$ cat config.mk
export PLATFORM = sky130hd
export DESIGN_NAME = bus_decoder_68k
export DESIGN_NICKNAME = d
export VERILOG_FILES = /design/src/rtl/bus68k_pkg.sv /design/src/rtl/bus_watchdog.sv /design/src/rtl/bus_decoder_68k.sv
export SDC_FILE = /design/constraint.sdc
export NUM_CORES = 1
export LEC_CHECK = 0
export BUFFER_PORTS_ARGS = -buffer_cell sky130_fd_sc_hd__buf_2
export CORE_MARGIN = 5
export CORE_UTILIZATION = 51
export DETAILED_ROUTE_END_ITERATION = 10
export GPL_TIMING_DRIVEN = 0
export PLACE_DENSITY = 0.86
export SYNTH_ARGS = -nofsm -noshare
export SYNTH_HDL_FRONTEND = slang
export SYNTH_SLANG_ARGS = --single-unit
$ cat constraint.sdc
create_clock -name MCLK_IN -period 2.87 [get_ports MCLK_IN]
set_input_delay 0.1435 -clock MCLK_IN [delete_from_list [all_inputs] [get_ports MCLK_IN]]
set_output_delay 0.1435 -clock MCLK_IN [all_outputs]
set_load 0.02 [all_outputs]
$ cat src/rtl/bus68k_pkg.sv
// rtl/bus68k_pkg.sv - shared types and constants for the 68000 bus decoder
package bus68k_pkg;

    typedef enum logic [2:0] {
        RGN_NONE,
        RGN_PROM,
        RGN_SRAM,
        RGN_IO,
        RGN_IACK
    } region_e;

    typedef enum logic [2:0] {
        ST_IDLE,
        ST_WAIT,
        ST_ACK,
        ST_ERR_WAIT,
        ST_BERR
    } state_e;

    localparam logic [3:0] REGION_SRAM = 4'h0;
    localparam logic [3:0] REGION_PROM = 4'hF;
    localparam int         WAIT_W      = 8;

endpackage

$ cat src/rtl/bus_watchdog.sv
// rtl/bus_watchdog.sv - bus-cycle watchdog counting falling edges while AS is high
module bus_watchdog #(
    parameter int TIMEOUT = 64
) (
    input  logic i_clk,
    input  logic i_rst_n,
    input  logic i_as,
    output logic o_expired
);

    localparam int              CW    = $clog2(TIMEOUT + 1);
    localparam logic [CW-1:0]   LIMIT = CW'(TIMEOUT);
    localparam logic [CW-1:0]   LAST  = CW'(TIMEOUT - 1);

    logic [CW-1:0] r_cnt;

    always_ff @(negedge i_clk or negedge i_rst_n) begin
        if (!i_rst_n) begin
            r_cnt <= '0;
        end else if (!i_as) begin
            r_cnt <= '0;
        end else if (r_cnt != LIMIT) begin
            r_cnt <= r_cnt + 1'b1;
        end
    end

    // High on the edge where the count reaches TIMEOUT, so BERR lands exactly on it.
    assign o_expired = i_as && (r_cnt >= LAST);

endmodule

$ cat src/rtl/bus_decoder_68k.sv
// rtl/bus_decoder_68k.sv - 68000 select/strobe/handshake controller with waits, watchdog and IACK
module bus_decoder_68k
    import bus68k_pkg::*;
#(
    parameter int          NUM_IO    = 4,
    parameter logic [23:0] IO_BASE   = 24'h100000,
    parameter int          PROM_WAIT = 2,
    parameter int          SRAM_WAIT = 0,
    parameter int          IO_WAIT   = 1,
    parameter int          TIMEOUT   = 64
) (
    input  logic              MCLK_IN,
    input  logic              RUN_IN,
    input  logic              AS_IN,
    input  logic              WR_IN,
    input  logic              UDS_IN,
    input  logic              LDS_IN,
    input  logic [2:0]        FC_IN,
    input  logic [23:0]       ADDR_IN,
    input  logic              ACK_GATE_IN,
    output logic [1:0]        PROM_CS,
    output logic [1:0]        SRAM_CS,
    output logic              OUTPUT_ENABLE,
    output logic [NUM_IO-1:0] IO_SEL,
    output logic              IO_RD,
    output logic              IO_WR,
    output logic              IACK,
    output logic [2:0]        IACK_LEVEL,
    output logic              DATA_ACK,
    output logic              BUS_ERROR,
    output logic              BOOTSTRAPPED
);

    state_e              r_state, w_next;
    region_e             w_region;
    logic                w_expired, w_strobe, w_io_hit, w_io_ok;
    logic                w_decode, w_release, w_unused_a0;
    logic [WAIT_W-1:0]   w_wait_load, r_wait_cnt;
    logic [NUM_IO-1:0]   w_io_onehot, r_io_sel;
    logic [1:0]          r_prom_cs, r_sram_cs;
    logic [2:0]          r_iack_level;
    logic                r_oe, r_io_rd, r_io_wr, r_iack, r_boot;

    assign w_unused_a0 = ADDR_IN[0];
    assign w_strobe    = AS_IN && (UDS_IN || LDS_IN);

    bus_watchdog #(.TIMEOUT(TIMEOUT)) u_watchdog (
        .i_clk     (MCLK_IN),
        .i_rst_n   (RUN_IN),
        .i_as      (AS_IN),
        .o_expired (w_expired)
    );

    always_comb begin
        w_io_hit    = (ADDR_IN[23:20] == IO_BASE[23:20]) && (ADDR_IN[19:5] == IO_BASE[19:5]);
        w_io_ok     = LDS_IN && !UDS_IN && ({1'b0, ADDR_IN[4:1]} < 5'(NUM_IO));
        w_io_onehot = NUM_IO'(1) << ADDR_IN[4:1];
        w_region    = RGN_NONE;
        if (FC_IN == 3'b111) begin
            w_region = (UDS_IN && LDS_IN) ? RGN_IACK : RGN_NONE;
        end else if (w_io_hit) begin
            w_region = w_io_ok ? RGN_IO : RGN_NONE;
        end else if (ADDR_IN[23:20] == REGION_SRAM) begin
            // Boot overlay: low-memory reads hit PROM until the first low-memory write.
            w_region = (!WR_IN && !r_boot) ? RGN_PROM : RGN_SRAM;
        end else if (ADDR_IN[23:20] == REGION_PROM) begin
            w_region = RGN_PROM;
        end
        case (w_region)
            RGN_PROM: w_wait_load = WAIT_W'(PROM_WAIT);
            RGN_SRAM: w_wait_load = WAIT_W'(SRAM_WAIT);
            RGN_IO:   w_wait_load = WAIT_W'(IO_WAIT);
            default:  w_wait_load = '0;
        endcase
    end

    always_ff @(negedge MCLK_IN or negedge RUN_IN) begin
        if (!RUN_IN) r_state <= ST_IDLE;
        else         r_state <= w_next;
    end

    always_comb begin
        w_next = r_state;
        case (r_state)
            ST_IDLE: begin
                if (w_expired)     w_next = ST_BERR;
                else if (w_strobe) w_next = (w_region == RGN_NONE) ? ST_ERR_WAIT : ST_WAIT;
            end
            ST_WAIT: begin
                if (!AS_IN)                                    w_next = ST_IDLE;
                else if (w_expired)                            w_next = ST_BERR;
                else if ((r_wait_cnt == '0) && ACK_GATE_IN)    w_next = ST_ACK;
            end
            ST_ACK:      if (!AS_IN) w_next = ST_IDLE;
            ST_ERR_WAIT: begin
                if (!AS_IN)         w_next = ST_IDLE;
                else if (w_expired) w_next = ST_BERR;
            end
            ST_BERR:     if (!AS_IN) w_next = ST_IDLE;
            default:     w_next = ST_IDLE;
        endcase
    end

    always_comb begin
        DATA_ACK  = (r_state == ST_ACK);
        BUS_ERROR = (r_state == ST_BERR);
    end

    assign w_decode  = (r_state == ST_IDLE) && (w_next == ST_WAIT);
    assign w_release = (w_next == ST_IDLE) || (w_next == ST_BERR);

    always_ff @(negedge MCLK_IN or negedge RUN_IN) begin
        if (!RUN_IN) begin
            r_wait_cnt   <= '0;
            r_prom_cs    <= '0;
            r_sram_cs    <= '0;
            r_oe         <= 1'b0;
            r_io_sel     <= '0;
            r_io_rd      <= 1'b0;
            r_io_wr      <= 1'b0;
            r_iack       <= 1'b0;
            r_iack_level <= '0;
            r_boot       <= 1'b0;
        end else begin
            r_io_wr <= 1'b0;
            if (w_decode) begin
                r_wait_cnt   <= w_wait_load;
                r_prom_cs    <= (w_region == RGN_PROM) ? {UDS_IN, LDS_IN} : 2'b00;
                r_sram_cs    <= (w_region == RGN_SRAM) ? {UDS_IN, LDS_IN} : 2'b00;
                r_oe         <= !WR_IN && ((w_region == RGN_PROM) || (w_region == RGN_SRAM));
                r_io_sel     <= (w_region == RGN_IO) ? w_io_onehot : '0;
                r_io_rd      <= !WR_IN && (w_region == RGN_IO);
                r_io_wr      <= WR_IN && (w_region == RGN_IO);
                r_iack       <= (w_region == RGN_IACK);
                r_iack_level <= (w_region == RGN_IACK) ? ADDR_IN[3:1] : 3'd0;
                if ((w_region == RGN_SRAM) && WR_IN && (ADDR_IN[23:20] == REGION_SRAM))
                    r_boot <= 1'b1;
            end else if (w_release) begin
                r_wait_cnt   <= '0;
                r_prom_cs    <= '0;
                r_sram_cs    <= '0;
                r_oe         <= 1'b0;
                r_io_sel     <= '0;
                r_io_rd      <= 1'b0;
                r_iack       <= 1'b0;
                r_iack_level <= '0;
            end else if ((r_state == ST_WAIT) && (r_wait_cnt != '0)) begin
                r_wait_cnt <= r_wait_cnt - 1'b1;
            end
        end
    end

    assign PROM_CS       = r_prom_cs;
    assign SRAM_CS       = r_sram_cs;
    assign OUTPUT_ENABLE = r_oe;
    assign IO_SEL        = r_io_sel;
    assign IO_RD         = r_io_rd;
    assign IO_WR         = r_io_wr;
    assign IACK          = r_iack;
    assign IACK_LEVEL    = r_iack_level;
    assign BOOTSTRAPPED  = r_boot;

endmodule

=== After elaboration in Yosys (flattened, before gate mapping) ===
Cells that the tools add are included.
W data, S select, Z words.

* Bits of input ports: 34
* Logic and storage cells: 103
* Output and inout port bits: 18
* Bits in registers: 34

* Equality and inequality tests: 15
* Reduce and logical (&&, ||, !) cells: 32
* Muxes and demuxes: 39
* Magnitude comparators: 2
* Add/subtract/negate cells: 2
* Shift operators: 1

{| class="wikitable"
|+ Operator list
! operator !! number
|-
| $mux W3 || 13
|-
| $mux W8 || 3
|-
| $mux W2 || 10
|-
| $logic_and A1 B1 Y1 || 15
|-
| $logic_not A15 Y1 || 1
|-
| $mux W7 || 2
|-
| $eq A3 B2 Y1 const B || 4
|-
| $eq A3 B3 Y1 const B || 4
|-
| $mux W4 || 3
|-
| $pmux W3 S4 || 1
|-
| $eq A3 B1 Y1 const B || 3
|-
| $logic_not A3 Y1 || 3
|-
| $logic_not A8 Y1 || 1
|-
| $reduce_bool A8 Y1 || 1
|-
| $sub A8 B1 Y8 const B || 1
|-
| $add A7 B1 Y7 const B || 1
|-
| $ge A7 B6 Y1 const B || 1
|-
| $ne A7 B7 Y1 const B || 1
|-
| $mux W1 || 6
|-
| $eq A4 B1 Y1 const B || 1
|-
| $eq A4 B4 Y1 const B || 1
|-
| $logic_not A4 Y1 || 1
|-
| $lt A4 B3 Y1 const B || 1
|-
| $pmux W2 S2 || 1
|-
| other kinds (8) || 12
|}

=== Logic depth before layout (Yosys ltp) ===
* Word-level depth: 15
* Gate-level depth with buffers: 9
* Depth with buffers taken out: 8

=== Hierarchy ===
Synthesis repeated with hierarchy kept, for this count alone.

* Cells, all modules: 170
* Area, all modules: 1767.9 µm²

{| class="wikitable"
|+ Modules (own cells, without submodules)
! module !! area each (µm²) !! sequential area each (µm²) !! cells an instance !! instances
|-
| bus_decoder_68k || 1368.8 || 675.6 || 129 || 1
|-
| bus_watchdog || 399.1 || 175.2 || 41 || 1
|}

==> impl_metrics.json <==
{
  "synth_edf_count": 0,
  "syn_avg_cell_area_um2": 10.5,
  "crit_type": "in -> reg",
  "clock_sinks": 34,
  "finalHoldViolations": 0,
  "crit_fanout": 5,
  "synthArstFlopShare_pct": 100,
  "holdPathStages": 1,
  "crit_family": "simple AND/OR/NAND/NOR gates",
  "cts.htree.levels": 2,
  "violations": "setup timing",
  "critical_path.max_stage_delay_ns": 0.49,
  "ys_warn_count": 0,
  "clock_path_buffers": 2,
  "setup_viol": 22,
  "gp_congestion": 0.768,
  "clock_tree.root_cell": "clkbuf_4",
  "area_growth_pct": 30.2,
  "fin_area_um2": 2330,
  "insertion_delay_ns": 0.32,
  "syn-instance-count": 170,
  "via_count": 1559,
  "grt_pass1_wl_mm": 6.78,
  "outcome": "finished, violations left",
  "grt_max_degree": 35,
  "synth_seq_cells": 34,
  "hold_buffers": 0,
  "numPortBuffers": 50,
  "ys_types": 48,
  "regArea_um2": 851,
  "ff2ff_setup_slack_ns": 0.47,
  "num_rows": 21,
  "synth-seq-area-share_pct": 47.6,
  "vias_per_cell": 5.59,
  "worst_slack_ns": -0.250,
  "cp-start-kind": "primary input",
  "reg2reg_from": "r_wait_cnt[0]",
  "place_inst": 266,
  "syn-num-nets": 208,
  "clk_pin_slew_worst_paths_ns": 0.07,
  "multi_input_area_um2": 962,
  "path_cells": "buf_8 -> nor2_4 -> or4_4 -> or3_4 -> o21a_1 -> or2_4 -> o32a_1",
  "nets": 270,
  "start_util_pct": 53.2,
  "groute.usage.overall_pct": 17.1,
  "boundaryPins": 52,
  "dr.first_iter.drc_count": 82,
  "leakage_nw": 1.15,
  "die_w_um": 69.2,
  "fin_setup_tns_ns": -2.91,
  "synth.cell_area_um2": 1790,
  "whs_endpoint": "IACK",
  "cp_num_buf_inv": 1,
  "worstHoldStart": "IACK",
  "hpwl_mm": 2.98,
  "antenna_found_initial": 0,
  "antenna_left": 0,
  "wl_per_cell_um": 14.5,
  "worstRegToRegCells": 7,
  "p_total_mw": 1.55,
  "cts_buffers": 5,
  "slew_viol_final": 0,
  "holdWs_ns": 0.424,
  "grt_pass1_vias": 1553,
  "crit_arrival_ns": 1.85,
  "die_area_um2": 4790,
  "die_height_um": 69.2,
  "final_common_cell": "buf_2",
  "core_um2": 3360,
  "n_fill_cell": 283,
  "end_kind": "flip-flop",
  "antenna_cells": 0,
  "worst_clock_skew_ns": 0.0111,
  "pwr_density_cell_nw_per_um2": 667,
  "slew_headroom_pct": 39.8,
  "min_path_type": "reg -> reg",
  "place_ws_ns": -0.829,
  "final_util_pct": 69.2,
  "drive_gt1_share_pct": 35.6,
  "maxCapViolCount": 0,
  "place_area_um2": 2120,
  "layout.cells.most_common_list": "46 x buf_2, 34 x dfrtn_1, 9 x nor2_1, 9 x a22o_1",
  "post-route-drc-count": 0,
  "wirelength_mm": 4.05,
  "instances_no_fill": 279,
  "grt_overflow": 0,
  "cts_tree": "done",
  "first_pass_iters": 4,
  "r2r-end": "r_wait_cnt[7]",
  "crit_required_ns": 1.60,
  "irDropWorstVdd_uv": 361,
  "cp_slowest_cell": "or4_4",
  "worstMarginPinSlew_ns": 0.901,
  "rsz0062_at_grt": "yes",
  "synth_ff_type": "dfrtn_1"
}
==> power by group <==
group          switching (mW)  internal, mW
Combinational           0.333         0.280
Sequential             0.0655         0.544
Clock                   0.145         0.185
==> state kept, by name, summed over array words and instances (netlist names) <==
register / cells
IO_WR: 1
r_wait_cnt: 8
IO_SEL: 4
IACK: 1
SRAM_CS: 2
IO_RD: 1
IACK_LEVEL: 3
u_watchdog.r_cnt: 7
OUTPUT_ENABLE: 1
BOOTSTRAPPED: 1
PROM_CS: 2
r_state: 3
==> what timing repair did <==
| action | 4_1_cts | 5_1_grt |
|---|---|---|
| resized for setup | 15 | 11 |
| buffers inserted | 6 | 0 |
| pin swaps | 5 | 1 |
| gates cloned | 0 | 0 |
| endpoints found under the setup margin | 22 | 24 |
==> layout make-up <==
type	instances	share of cell area [%]
sequential	34	36.6
clock inverter	1	1.29
timing repair buffer	56	14.3
clock buffer	7	1.94
buffer	2	0.968
multi-input combinational	126	41.3
tap	46	2.47
inverter	7	1.13
==> worst max-delay path by stage <==
stage,startpoint,end,depth (start not counted)
floorplan,UDS_IN,r_wait_cnt[1],7
global placement,AS_IN,r_wait_cnt[1],8
detailed placement,AS_IN,r_wait_cnt[1],8
CTS,UDS_IN,r_wait_cnt[1],7
global route,ADDR_IN[21],IACK_LEVEL[2],9
finish,UDS_IN,r_wait_cnt[1],7
==> Yosys cell counts, drive strengths merged, types with 2 or more instances <==
cell type / number / area [um^2]
dfrtn: 34 / 851
xnor2: 6 / 52.6
and2: 7 / 43.8
nor4: 6 / 37.5
o21a: 2 / 15.0
a21o: 4 / 30.0
ha: 4 / 50.1
o2bb2ai: 4 / 35.0
nand2: 8 / 30.0
and3: 5 / 31.3
nand3b: 3 / 22.5
inv: 7 / 26.3
buf: 3 / 30.0
o22a: 2 / 17.5
a22o: 9 / 78.8
or3: 3 / 18.8
nor2: 16 / 60.1
or4: 2 / 18.8
nand3: 8 / 40.0
xor2: 5 / 43.8
nor4b: 2 / 17.5
a21oi: 4 / 20.0
nand2b: 3 / 26.3
o21ai: 2 / 10.0
==> layer usage <==
metal / vias up / global-route usage, % / part of all wire (%)
met5: - / 0 / 0
met1: 749 / 21.2 / 42
li1: 753 / - / -
met4: 0 / 7.16 / 1.2
met3: 6 / 4.49 / 6.9
met2: 51 / 28.3 / 50
==> cell families after synthesis <==
group | count (synthesis) | share of synthesized area [%]
xor+xnor | 11 | 5.39
simple gates | 74 | 24.3
fa+ha+maj | 4 | 2.80
compound gates | 37 | 16.8
buf+inv | 10 | 3.15
flops | 34 | 47.6
Power figures use the tool's default switching activity.
